## src/rtl/mac_ll_pkg.sv

```systemverilog
// Shared LocalLink definitions for the MAC transmit path.
// Holds flag bit positions, the word width and the tx arbiter state encoding.
// No ports; imported with import mac_ll_pkg::*.
package mac_ll_pkg;

  localparam int LL_DATA_W = 32;
  localparam int LL_FLAG_W = 4;

  // Flag word layout: SOF, EOF, then a 2-bit occupancy field carried through untouched.
  localparam int FLAG_SOF    = 0;
  localparam int FLAG_EOF    = 1;
  localparam int FLAG_OCC_LO = 2;
  localparam int FLAG_OCC_HI = 3;

  typedef enum logic [3:0] {
    ST_IDLE   = 4'd0,
    ST_GRANT0 = 4'd1,
    ST_GRANT1 = 4'd2,
    ST_FLUSH0 = 4'd3,
    ST_FLUSH1 = 4'd4
  } arb_state_e;

endpackage

```

## src/rtl/ll_rr_pick.sv

```systemverilog
// Two-input round-robin picker: one-hot grant from candidate mask and last winner.
// Latency: purely combinational.
// Backpressure: none; the caller registers the grant.
// Ports: cand_i (bit n = requester n wants a grant), last_grant_i (index of the
//        previous winner), grant_o (one-hot, zero when no candidate).
module ll_rr_pick (
  input  logic [1:0] cand_i,
  input  logic       last_grant_i,
  output logic [1:0] grant_o
);

  always_comb begin
    grant_o = 2'b00;
    case (cand_i)
      2'b01:   grant_o = 2'b01;
      2'b10:   grant_o = 2'b10;
      // Tie: the requester that did not win last time goes first.
      2'b11:   grant_o = last_grant_i ? 2'b01 : 2'b10;
      default: grant_o = 2'b00;
    endcase
  end

endmodule

```

## src/rtl/mac_tx_arbiter.sv

```systemverilog
// Packet-granular arbiter sharing the MAC TX FIFO write port between two LocalLink sources.
// Latency: 1 cycle SOF-to-grant, then a combinational data mux from the granted requester.
// Backpressure: wr_dst_rdy_i passes straight to the granted requester; the other is held off.
// Ports: clk/reset (async, active-high); req0_*/req1_* LocalLink inputs with
//        reqN_dst_rdy_o; wr_* LocalLink output to the FIFO; busy_o; pkt_count_o
//        (EOF transfers); drop_count_o (stray and flushed words).
// Optional MAC_TX_ARB_WATCHDOG_EN: a grant whose source stalls for TIMEOUT cycles is
//        terminated with a forced EOF word and the rest of that packet is flushed.
module mac_tx_arbiter
  import mac_ll_pkg::*;
#(
  parameter int TIMEOUT = 1024,
  parameter int CNT_W   = 16
) (
  input  logic                 clk,
  input  logic                 reset,
  input  logic [LL_FLAG_W-1:0] req0_flags_i,
  input  logic [LL_DATA_W-1:0] req0_data_i,
  input  logic                 req0_src_rdy_i,
  output logic                 req0_dst_rdy_o,
  input  logic [LL_FLAG_W-1:0] req1_flags_i,
  input  logic [LL_DATA_W-1:0] req1_data_i,
  input  logic                 req1_src_rdy_i,
  output logic                 req1_dst_rdy_o,
  output logic [LL_FLAG_W-1:0] wr_flags_o,
  output logic [LL_DATA_W-1:0] wr_data_o,
  output logic                 wr_src_rdy_o,
  input  logic                 wr_dst_rdy_i,
  output logic                 busy_o,
  output logic [CNT_W-1:0]     pkt_count_o,
  output logic [CNT_W-1:0]     drop_count_o
);

  localparam logic [CNT_W-1:0] CNT_ONE = {{(CNT_W-1){1'b0}}, 1'b1};

  if (TIMEOUT < 1) begin : g_timeout_chk
    $error("mac_tx_arbiter: TIMEOUT must be at least 1");
  end

  arb_state_e       state_q, state_d;
  logic             last_q, last_d;
  logic [CNT_W-1:0] pkt_q, pkt_d;
  logic [CNT_W-1:0] drop_q, drop_d;

  logic [1:0] cand, grant;
  logic       idle, g0, g1, fl0, fl1;
  logic       stray0, stray1, flush0, flush1;
  logic       xfer, xfer_eof, force_eof;

  assign idle = (state_q == ST_IDLE);
  assign g0   = (state_q == ST_GRANT0);
  assign g1   = (state_q == ST_GRANT1);

`ifdef MAC_TX_ARB_WATCHDOG_EN
  localparam int STALL_W = $clog2(TIMEOUT + 1);
  logic [STALL_W-1:0] stall_q, stall_d;
  logic               force_q, force_d;
  logic               stalled;

  assign force_eof = force_q;
  assign fl0       = (state_q == ST_FLUSH0);
  assign fl1       = (state_q == ST_FLUSH1);
`else
  assign force_eof = 1'b0;
  assign fl0       = 1'b0;
  assign fl1       = 1'b0;
`endif

  // Mid-packet words arriving while idle have no owner; swallow them. Gated by
  // reset so every output reads 0 while reset is held.
  assign stray0 = idle & req0_src_rdy_i & ~req0_flags_i[FLAG_SOF] & ~reset;
  assign stray1 = idle & req1_src_rdy_i & ~req1_flags_i[FLAG_SOF] & ~reset;
  assign flush0 = fl0 & req0_src_rdy_i;
  assign flush1 = fl1 & req1_src_rdy_i;

  assign cand = {req1_src_rdy_i & req1_flags_i[FLAG_SOF],
                 req0_src_rdy_i & req0_flags_i[FLAG_SOF]};

  ll_rr_pick u_pick (
    .cand_i       (cand),
    .last_grant_i (last_q),
    .grant_o      (grant)
  );

  always_comb begin
    wr_src_rdy_o = 1'b0;
    wr_flags_o   = '0;
    wr_data_o    = '0;
    if (force_eof) begin
      wr_src_rdy_o = 1'b1;
      wr_flags_o   = 4'b0010;
    end else if (g0) begin
      wr_src_rdy_o = req0_src_rdy_i;
      wr_flags_o   = req0_flags_i;
      wr_data_o    = req0_data_i;
    end else if (g1) begin
      wr_src_rdy_o = req1_src_rdy_i;
      wr_flags_o   = req1_flags_i;
      wr_data_o    = req1_data_i;
    end
  end

  assign req0_dst_rdy_o = (g0 & ~force_eof & wr_dst_rdy_i & req0_src_rdy_i) | stray0 | flush0;
  assign req1_dst_rdy_o = (g1 & ~force_eof & wr_dst_rdy_i & req1_src_rdy_i) | stray1 | flush1;

  assign xfer     = wr_src_rdy_o & wr_dst_rdy_i & ~force_eof;
  assign xfer_eof = xfer & wr_flags_o[FLAG_EOF];
  assign busy_o   = ~idle;

  always_comb begin
    state_d = state_q;
    last_d  = last_q;
    pkt_d   = pkt_q;
    drop_d  = drop_q + CNT_W'(stray0) + CNT_W'(stray1) + CNT_W'(flush0) + CNT_W'(flush1);
    case (state_q)
      ST_IDLE: begin
        if (grant[0])      state_d = ST_GRANT0;
        else if (grant[1]) state_d = ST_GRANT1;
      end
      ST_GRANT0, ST_GRANT1: begin
        if (xfer_eof) begin
          state_d = ST_IDLE;
          last_d  = g1;
          pkt_d   = pkt_q + CNT_ONE;
        end
`ifdef MAC_TX_ARB_WATCHDOG_EN
        // The forced EOF closes the frame at the MAC, so it counts as a packet.
        if (force_q && wr_dst_rdy_i) begin
          state_d = g0 ? ST_FLUSH0 : ST_FLUSH1;
          last_d  = g1;
          pkt_d   = pkt_q + CNT_ONE;
        end
`endif
      end
`ifdef MAC_TX_ARB_WATCHDOG_EN
      ST_FLUSH0: if (flush0 && req0_flags_i[FLAG_EOF]) state_d = ST_IDLE;
      ST_FLUSH1: if (flush1 && req1_flags_i[FLAG_EOF]) state_d = ST_IDLE;
`endif
      default: state_d = ST_IDLE;
    endcase
  end

`ifdef MAC_TX_ARB_WATCHDOG_EN
  // Only source-side starvation counts; a MAC that deasserts ready is never blamed.
  always_comb begin
    stall_d = stall_q;
    force_d = force_q;
    stalled = 1'b0;
    if (g0 || g1) begin
      stalled = ~force_q & ((g0 & ~req0_src_rdy_i) | (g1 & ~req1_src_rdy_i));
      if (xfer) begin
        stall_d = '0;
      end else if (stalled) begin
        if (stall_q == STALL_W'(TIMEOUT - 1)) force_d = 1'b1;
        else                                  stall_d = stall_q + 1'b1;
      end
      if (force_q && wr_dst_rdy_i) begin
        force_d = 1'b0;
        stall_d = '0;
      end
    end else begin
      stall_d = '0;
      force_d = 1'b0;
    end
  end

  always_ff @(posedge clk or posedge reset) begin
    if (reset) begin
      stall_q <= '0;
      force_q <= 1'b0;
    end else begin
      stall_q <= stall_d;
      force_q <= force_d;
    end
  end
`endif

  always_ff @(posedge clk or posedge reset) begin
    if (reset) begin
      state_q <= ST_IDLE;
      last_q  <= 1'b1;
      pkt_q   <= '0;
      drop_q  <= '0;
    end else begin
      state_q <= state_d;
      last_q  <= last_d;
      pkt_q   <= pkt_d;
      drop_q  <= drop_d;
    end
  end

  assign pkt_count_o  = pkt_q;
  assign drop_count_o = drop_q;

endmodule

```

## config.mk

```make
export PLATFORM = sky130hd
export DESIGN_NAME = mac_tx_arbiter
export DESIGN_NICKNAME = d
export VERILOG_FILES = /design/src/rtl/mac_ll_pkg.sv /design/src/rtl/ll_rr_pick.sv /design/src/rtl/mac_tx_arbiter.sv
export SDC_FILE = /design/constraint.sdc
export NUM_CORES = 1
export LEC_CHECK = 0
export BUFFER_PORTS_ARGS = -buffer_cell sky130_fd_sc_hd__buf_2
export CAP_MARGIN = 25
export CORE_MARGIN = 2
export CORE_UTILIZATION = 45
export DETAILED_ROUTE_END_ITERATION = 10
export PLACE_DENSITY = 0.84
export SETUP_SLACK_MARGIN = 0.02
export SLEW_MARGIN = 20
export SYNTH_ARGS = -nofsm -noshare
export SYNTH_HDL_FRONTEND = slang
export SYNTH_HIERARCHICAL = 1
export SYNTH_SLANG_ARGS = --single-unit
```

## constraint.sdc

```tcl
create_clock -name clk -period 3.65 [get_ports clk]
set_clock_uncertainty 0.2 [all_clocks]
set_input_delay 0 -clock clk [delete_from_list [all_inputs] [get_ports clk]]
set_output_delay 0 -clock clk [all_outputs]
set_load 0.02 [all_outputs]
```

### After elaboration in Yosys (flattened, before gate mapping)

Cells that the tools add are included.

| storage, ports and cells | value |
|---|---|
| register bits | 37 |
| word-level logic and storage cells | 50 |
| output and inout bits | 72 |

| cells by class | value |
|---|---|
| multiplexer cells | 12 |
| $add $sub $neg | 3 |
| bitwise logic cells | 20 |
| reduce and logical (&&, ||, !) cells | 4 |
| equal/unequal tests | 7 |

Operators with widths:

| cell | count |
|---|---|
| $mux W32 | 2 |
| $add A16 B1 Y16 | 2 |
| $mux W4 | 5 |
| $add A16 B1 Y16 const B | 1 |
| $and A1 B1 Y1 | 14 |
| $pmux W4 S2 | 1 |
| $pmux W2 S3 | 1 |
| $eq A2 B2 Y1 const B | 2 |
| $eq A4 B1 Y1 const B | 1 |
| $eq A4 B2 Y1 const B | 1 |
| $logic_not A4 Y1 | 1 |
| $not A1 Y1 | 4 |
| $reduce_and A2 Y1 | 2 |
| $ne A3 B3 Y1 const B | 1 |
| $eq A2 B1 Y1 const B | 1 |
| $mux W1 | 2 |
| $mux W2 | 1 |
| $ne A2 B2 Y1 const B | 1 |
| $or A1 B1 Y1 | 2 |
| $reduce_or A2 Y1 | 1 |

### Logic depth before layout (Yosys ltp)

| depth | value |
|---|---|
| word-level depth | 7 |
| gate-level depth with buffers | 9 |
| gate-level depth less buffers | 9 |

### Cells and area by module

Netlist, hierarchy kept.

Modules (own cells, without submodules):

| module | instances | area an instance (sq um) | cells each |
|---|---|---|---|
| mac_tx_arbiter | 1 | 2109.5 | 206 |
| ll_rr_pick | 1 | 18.8 | 3 |

### Worst setup path before layout

OpenSTA, ideal clock, no wires.

| timing path | value |
|---|---|
| path kind | register to register |
| start | reg state_q[0] |
| end | reg drop_q[15], in the netlist drop_count_o[15] |
| arrival | 2.150 ns |
| path slack | 1.172 ns |
| cell stages (with the launch flop) | 10 |
| path buffers | 0 |
| required time | 3.322 ns |
| cells stage by stage | dfrtp_1 -> inv_1 -> ha_1 -> inv_1 -> nor4b_1 -> fa_1 -> nand2_1 -> and4bb_2 -> nand4_1 -> xnor2_1 |

| between the ends | value |
|---|---|
| word-level cells in the longest chain between the ends | 6 |
| elaborated cells between the ends (all ways) | 9 |
| those cells by class | add/sub: 2; bitwise: 6; reduce/logical: 1 |

Ends and longest elaborated chain:

| element | RTL line | text |
|---|---|---|
| start, declared | mac_tx_arbiter.sv:40 | `arb_state_e state_q, state_d;` |
| start signal, assigned | mac_tx_arbiter.sv:185 | `state_q <= state_d;` |
| $logic_not A4 Y1 * | mac_tx_arbiter.sv:50 | `assign idle = (state_q == ST_IDLE);` |
| $and A1 B1 Y1 (3 in a row) | mac_tx_arbiter.sv:71 | `assign stray0 = idle & req0_src_rdy_i & ~req0_flags_i[FLAG_SOF] & ~reset;` |
| $add A16 B1 Y16 | mac_tx_arbiter.sv:114 | `drop_d = drop_q + CNT_W'(stray0) + CNT_W'(stray1) + CNT_W'(flush0) + CNT_W'(flush1);` |
| $add A16 B1 Y16 * | mac_tx_arbiter.sv:114 |  |
| via drop_d[15] | mac_tx_arbiter.sv:43 | `logic [CNT_W-1:0] drop_q, drop_d;` |
| end signal, assigned | mac_tx_arbiter.sv:188 | `drop_q <= drop_d;` |
| end, declared | mac_tx_arbiter.sv:43 |  |

The timed path passes the listed nets; every way through them passes the cells marked *.
A chain may end at the register's enable or synchronous reset.

### Worst setup path in the final report

| timing path | value |
|---|---|
| start | reg state_q[1] |
| end | reg pkt_q[1], in the netlist pkt_count_o[1] |

| between the ends | value |
|---|---|
| word-level cells in the longest chain between the ends | 6 |
| elaborated cells between the ends (all ways) | 10 |
| those cells by class | eq/ne: 2; mux: 4; bitwise: 2; reduce/logical: 2 |

Ends and longest elaborated chain:

| element | RTL line | text |
|---|---|---|
| $eq A4 B2 Y1 | mac_tx_arbiter.sv:52, mac_tx_arbiter.sv:115 |  |
| $mux W1 | mac_tx_arbiter.sv:96 | `end else if (g1) begin` |
| $mux W1 | mac_tx_arbiter.sv:92 | `end else if (g0) begin` |
| $and A1 B1 Y1 | mac_tx_arbiter.sv:106 | `assign xfer = wr_src_rdy_o & wr_dst_rdy_i & ~force_eof;` |
| $and A1 B1 Y1 | mac_tx_arbiter.sv:107 | `assign xfer_eof = xfer & wr_flags_o[FLAG_EOF];` |
| $reduce_and A2 Y1 (no source line) * | n/a |  |
| end signal, assigned | mac_tx_arbiter.sv:187 | `pkt_q <= pkt_d;` |
| end, declared | mac_tx_arbiter.sv:42 | `logic [CNT_W-1:0] pkt_q, pkt_d;` |

Mark *: on every way between the ends. The rest lies on a longest branch, timed or not.

==> flow_summary_export.csv <==
group,metric,value,unit
outcome,outcome,"finished clean",
clocking,cts_hold_buf,1,
detailed_routing,drc,0,
clocking,htreeDepth,2,
synth,yosys_register_bits,35,
clocking,cts_buffers,5,
sta,worstMarginPinSlew,0.796,ns
synth,syn_area,2130,um2
synth,synthCells,209,
critical_path,r2r_slack,0.70,ns
critical_path,rr_endpoint,"pkt_count_o[1]$_DFFE_PP0P_",
layout,n_fill_cell,420,
critical_path,critPathKind,"flop to flop",
layout,multi_input_area,1160,um2
critical_path,start_kind,"flop",
detailed_routing,firstDrtPassIters,4,
place,dpl_cell_area,2900,um2
power_and_ir_drop,leakagePower,0.00170,uW
global_route,track_usage,24.1,%
sta,max_freq,339,MHz
detailed_routing,top_layer,"met4",
layout,drive_gt1_share,47.5,%
sta,tns,0,ns
floorplanning,pin_count,149,
synth,synth_warnings,6,
synth,syn_area_per_cell,10.2,um2
detailed_routing,first_iter_violations,70,
sta,hold_violations,0,
floorplanning,start_util,46.0,%
clocking,cts_resized,0,
global_route,overflow,0,
synth,synthTopCellsByArea,"dfrtp_1 (40%), a22o_1 (14%), xnor2_1 (9.9%)",
detailed_routing,num_vias,2249,
detailed_routing,wl_met1,2750,um
hold_path,min-delay-start,"req1_flags_i[0]",
hold_path,min_to,"state_q[0]$_DFFE_PP0P_",
clocking,clk_path_buf_depth,2,
critical_path,worst_r2r_path_depth,5,
floorplanning,die_y,72.8,um
global_route,antenna_found_initial,0,
place,routabilityCongestion,0.790,
floorplanning,rows,25,
sta,drv_slew,0,
detailed_routing,routed-wl-met2,3230,um
detailed_routing,wl_per_cell,16.0,um
sta,relSlewSlack,46.9,%
layout,register_area,877,um2
critical_path,path_max_fanout,24,
hold_path,hold_depth,5,
power_and_ir_drop,vdd_drop_max,0.332,mV
sta,finalCriticalPeriod,2.95,ns
clocking,clkSinkCount,35,
detailed_routing,totalWireLength,6550,um
synth,synth_fp_nets,292,
hold_path,hold_path.class,"primary input to flop",
synth,ys_seq_area_share,41.2,%
layout,nets,438,
clocking,cts_setup_buffers,0,
synth,synth-edff-count,0,
flow_run,maxCapViolCount,0,
sta,timing.final.crit_share,80.7,%
place,portBuffers,148,
global_route,grt_pass1_wl,9780,um
critical_path,setup.worst_path.start,"state_q[1]$_DFFE_PP0P_",
layout,syn_to_final_growth,42.4,%
clocking,clock_latency,0.29,ns
sta,rsz0062_at_grt,"false",
critical_path,reg2reg_from,"state_q[1]$_DFFE_PP0P_",
detailed_routing,met3_length,451,um
synth,yosysUniqueCellTypes,35,
global_route,grt_pass1_vias,2010,
layout,diodes,0,
synth,async_reset_ff_share,100,%
clocking,cts_tree,"yes",
synth,synth_common_cells,"a22o_1 (34), dfrtp_1 (34), xnor2_1 (24)",
critical_path,setup.worst_path.end_class,"flop",
detailed_routing,viasPerCell,5.49,
layout,design_area,3030,um2
detailed_routing,antenna_left,0,
power_and_ir_drop,powerDensity,589,nW/um2
global_route,grt_max_degree,36,
place,post-dp-hpwl,5110,um
synth,synth_ff_type,"dfrtp_1",
floorplanning,dieWidth,72.8,um
clocking,cts.reportedPaths.clkPinSlew,0.07,ns
clocking,root_buffer,"clkbuf_8",
floorplanning,core_area,4630,um2
sta,finalSetupViolations,0,
critical_path,cp.required,3.62,ns
synth,yosysTopAreaCell,"dfrtp_1",
floorplanning,dieArea,5300,um2
synth,synth_top_area_share,40.0,%
critical_path,worstPathArrival,2.92,ns
power by group:
group          internal [uW]  total (uW)  leakage [uW]  switching [uW]
Clock                    221         361     0.0000612             140
Sequential               440         497      0.000475            56.5
Combinational            348         927       0.00117             579
state kept, by name (all words and copies together), names as in the netlist:
signal / flops
last_q: 1
state_q: 2
pkt_count_o: 16
drop_count_o: 16
through the flow:
stage	setup WS, ns	power, uW	instances	utilization (%)	hold slack (ns)
finish	0.703	1780	410	65.5	0.0605
global route	0.490	1890	410	65.5	0.0874
CTS	0.707	1790	410	65.5	0.0588
detailed placement	0.712	1430	401	62.7	-0.0423
global placement	0.835	1410	401	62.7	-0.0473
floorplan	1.17	1110	209	-	-0.0464
critical path, stage by stage, from the launching register on:
cell and delay, ns:
dfrtp_1 0.40, inv_1 0.09, ha_1 0.67, nand2_1 0.27, a221oi_4 0.80, mux2_2 0.41
layout make-up:
cell class | instances | area share, %
clock buffers | 6 | 2.73
repair buffers | 152 | 25.5
clock inverters | 2 | 1.16
well taps | 54 | 2.23
flip-flops and latches | 35 | 28.9
multi-input cells | 153 | 38.4
inverters | 8 | 0.991
cells in the final DEF, fill, tap and decap left out, drive strengths merged, types with 6 or more instances in the layout:
| cell type | n |
|---|---|
| a22o | 34 |
| and3 | 7 |
| buf | 151 |
| clkbuf | 6 |
| dfrtp | 34 |
| inv | 8 |
| nand2 | 18 |
| nand3 | 12 |
| nand4 | 13 |
| xnor2 | 24 |
worst max path at each step:
stage / endpoint
after floorplan: drop_count_o[15]$_DFF_PP0_
after global placement: drop_count_o[14]$_DFF_PP0_
after detailed placement: pkt_count_o[1]$_DFFE_PP0P_
after CTS: pkt_count_o[1]$_DFFE_PP0P_
after global routing: drop_count_o[14]$_DFF_PP0_
final: pkt_count_o[1]$_DFFE_PP0P_
logic make-up (layout without fill, tap and decap cells):
logic type,count (synthesis),count (layout),share of synthesized area [%]
buffers and inverters,21,168,4.17
AO/OA/AOI/OAI,45,45,18.6
XOR/XNOR,29,29,11.9
adder cells (fa/ha/maj),6,6,3.88
flip-flops,35,35,41.2
AND/OR/NAND/NOR,71,71,19.2
multiplexers,2,2,1.06
metal layers:
metal / vias to the layer above / GRT usage (%)
met2: 120 / 39.0
met1: 1060 / 31.3
met5: - / 0
met4: 0 / 11.7
met3: 7 / 4.01
li1: 1062 / -
Note: power is estimated with default switching activity, not from simulation.
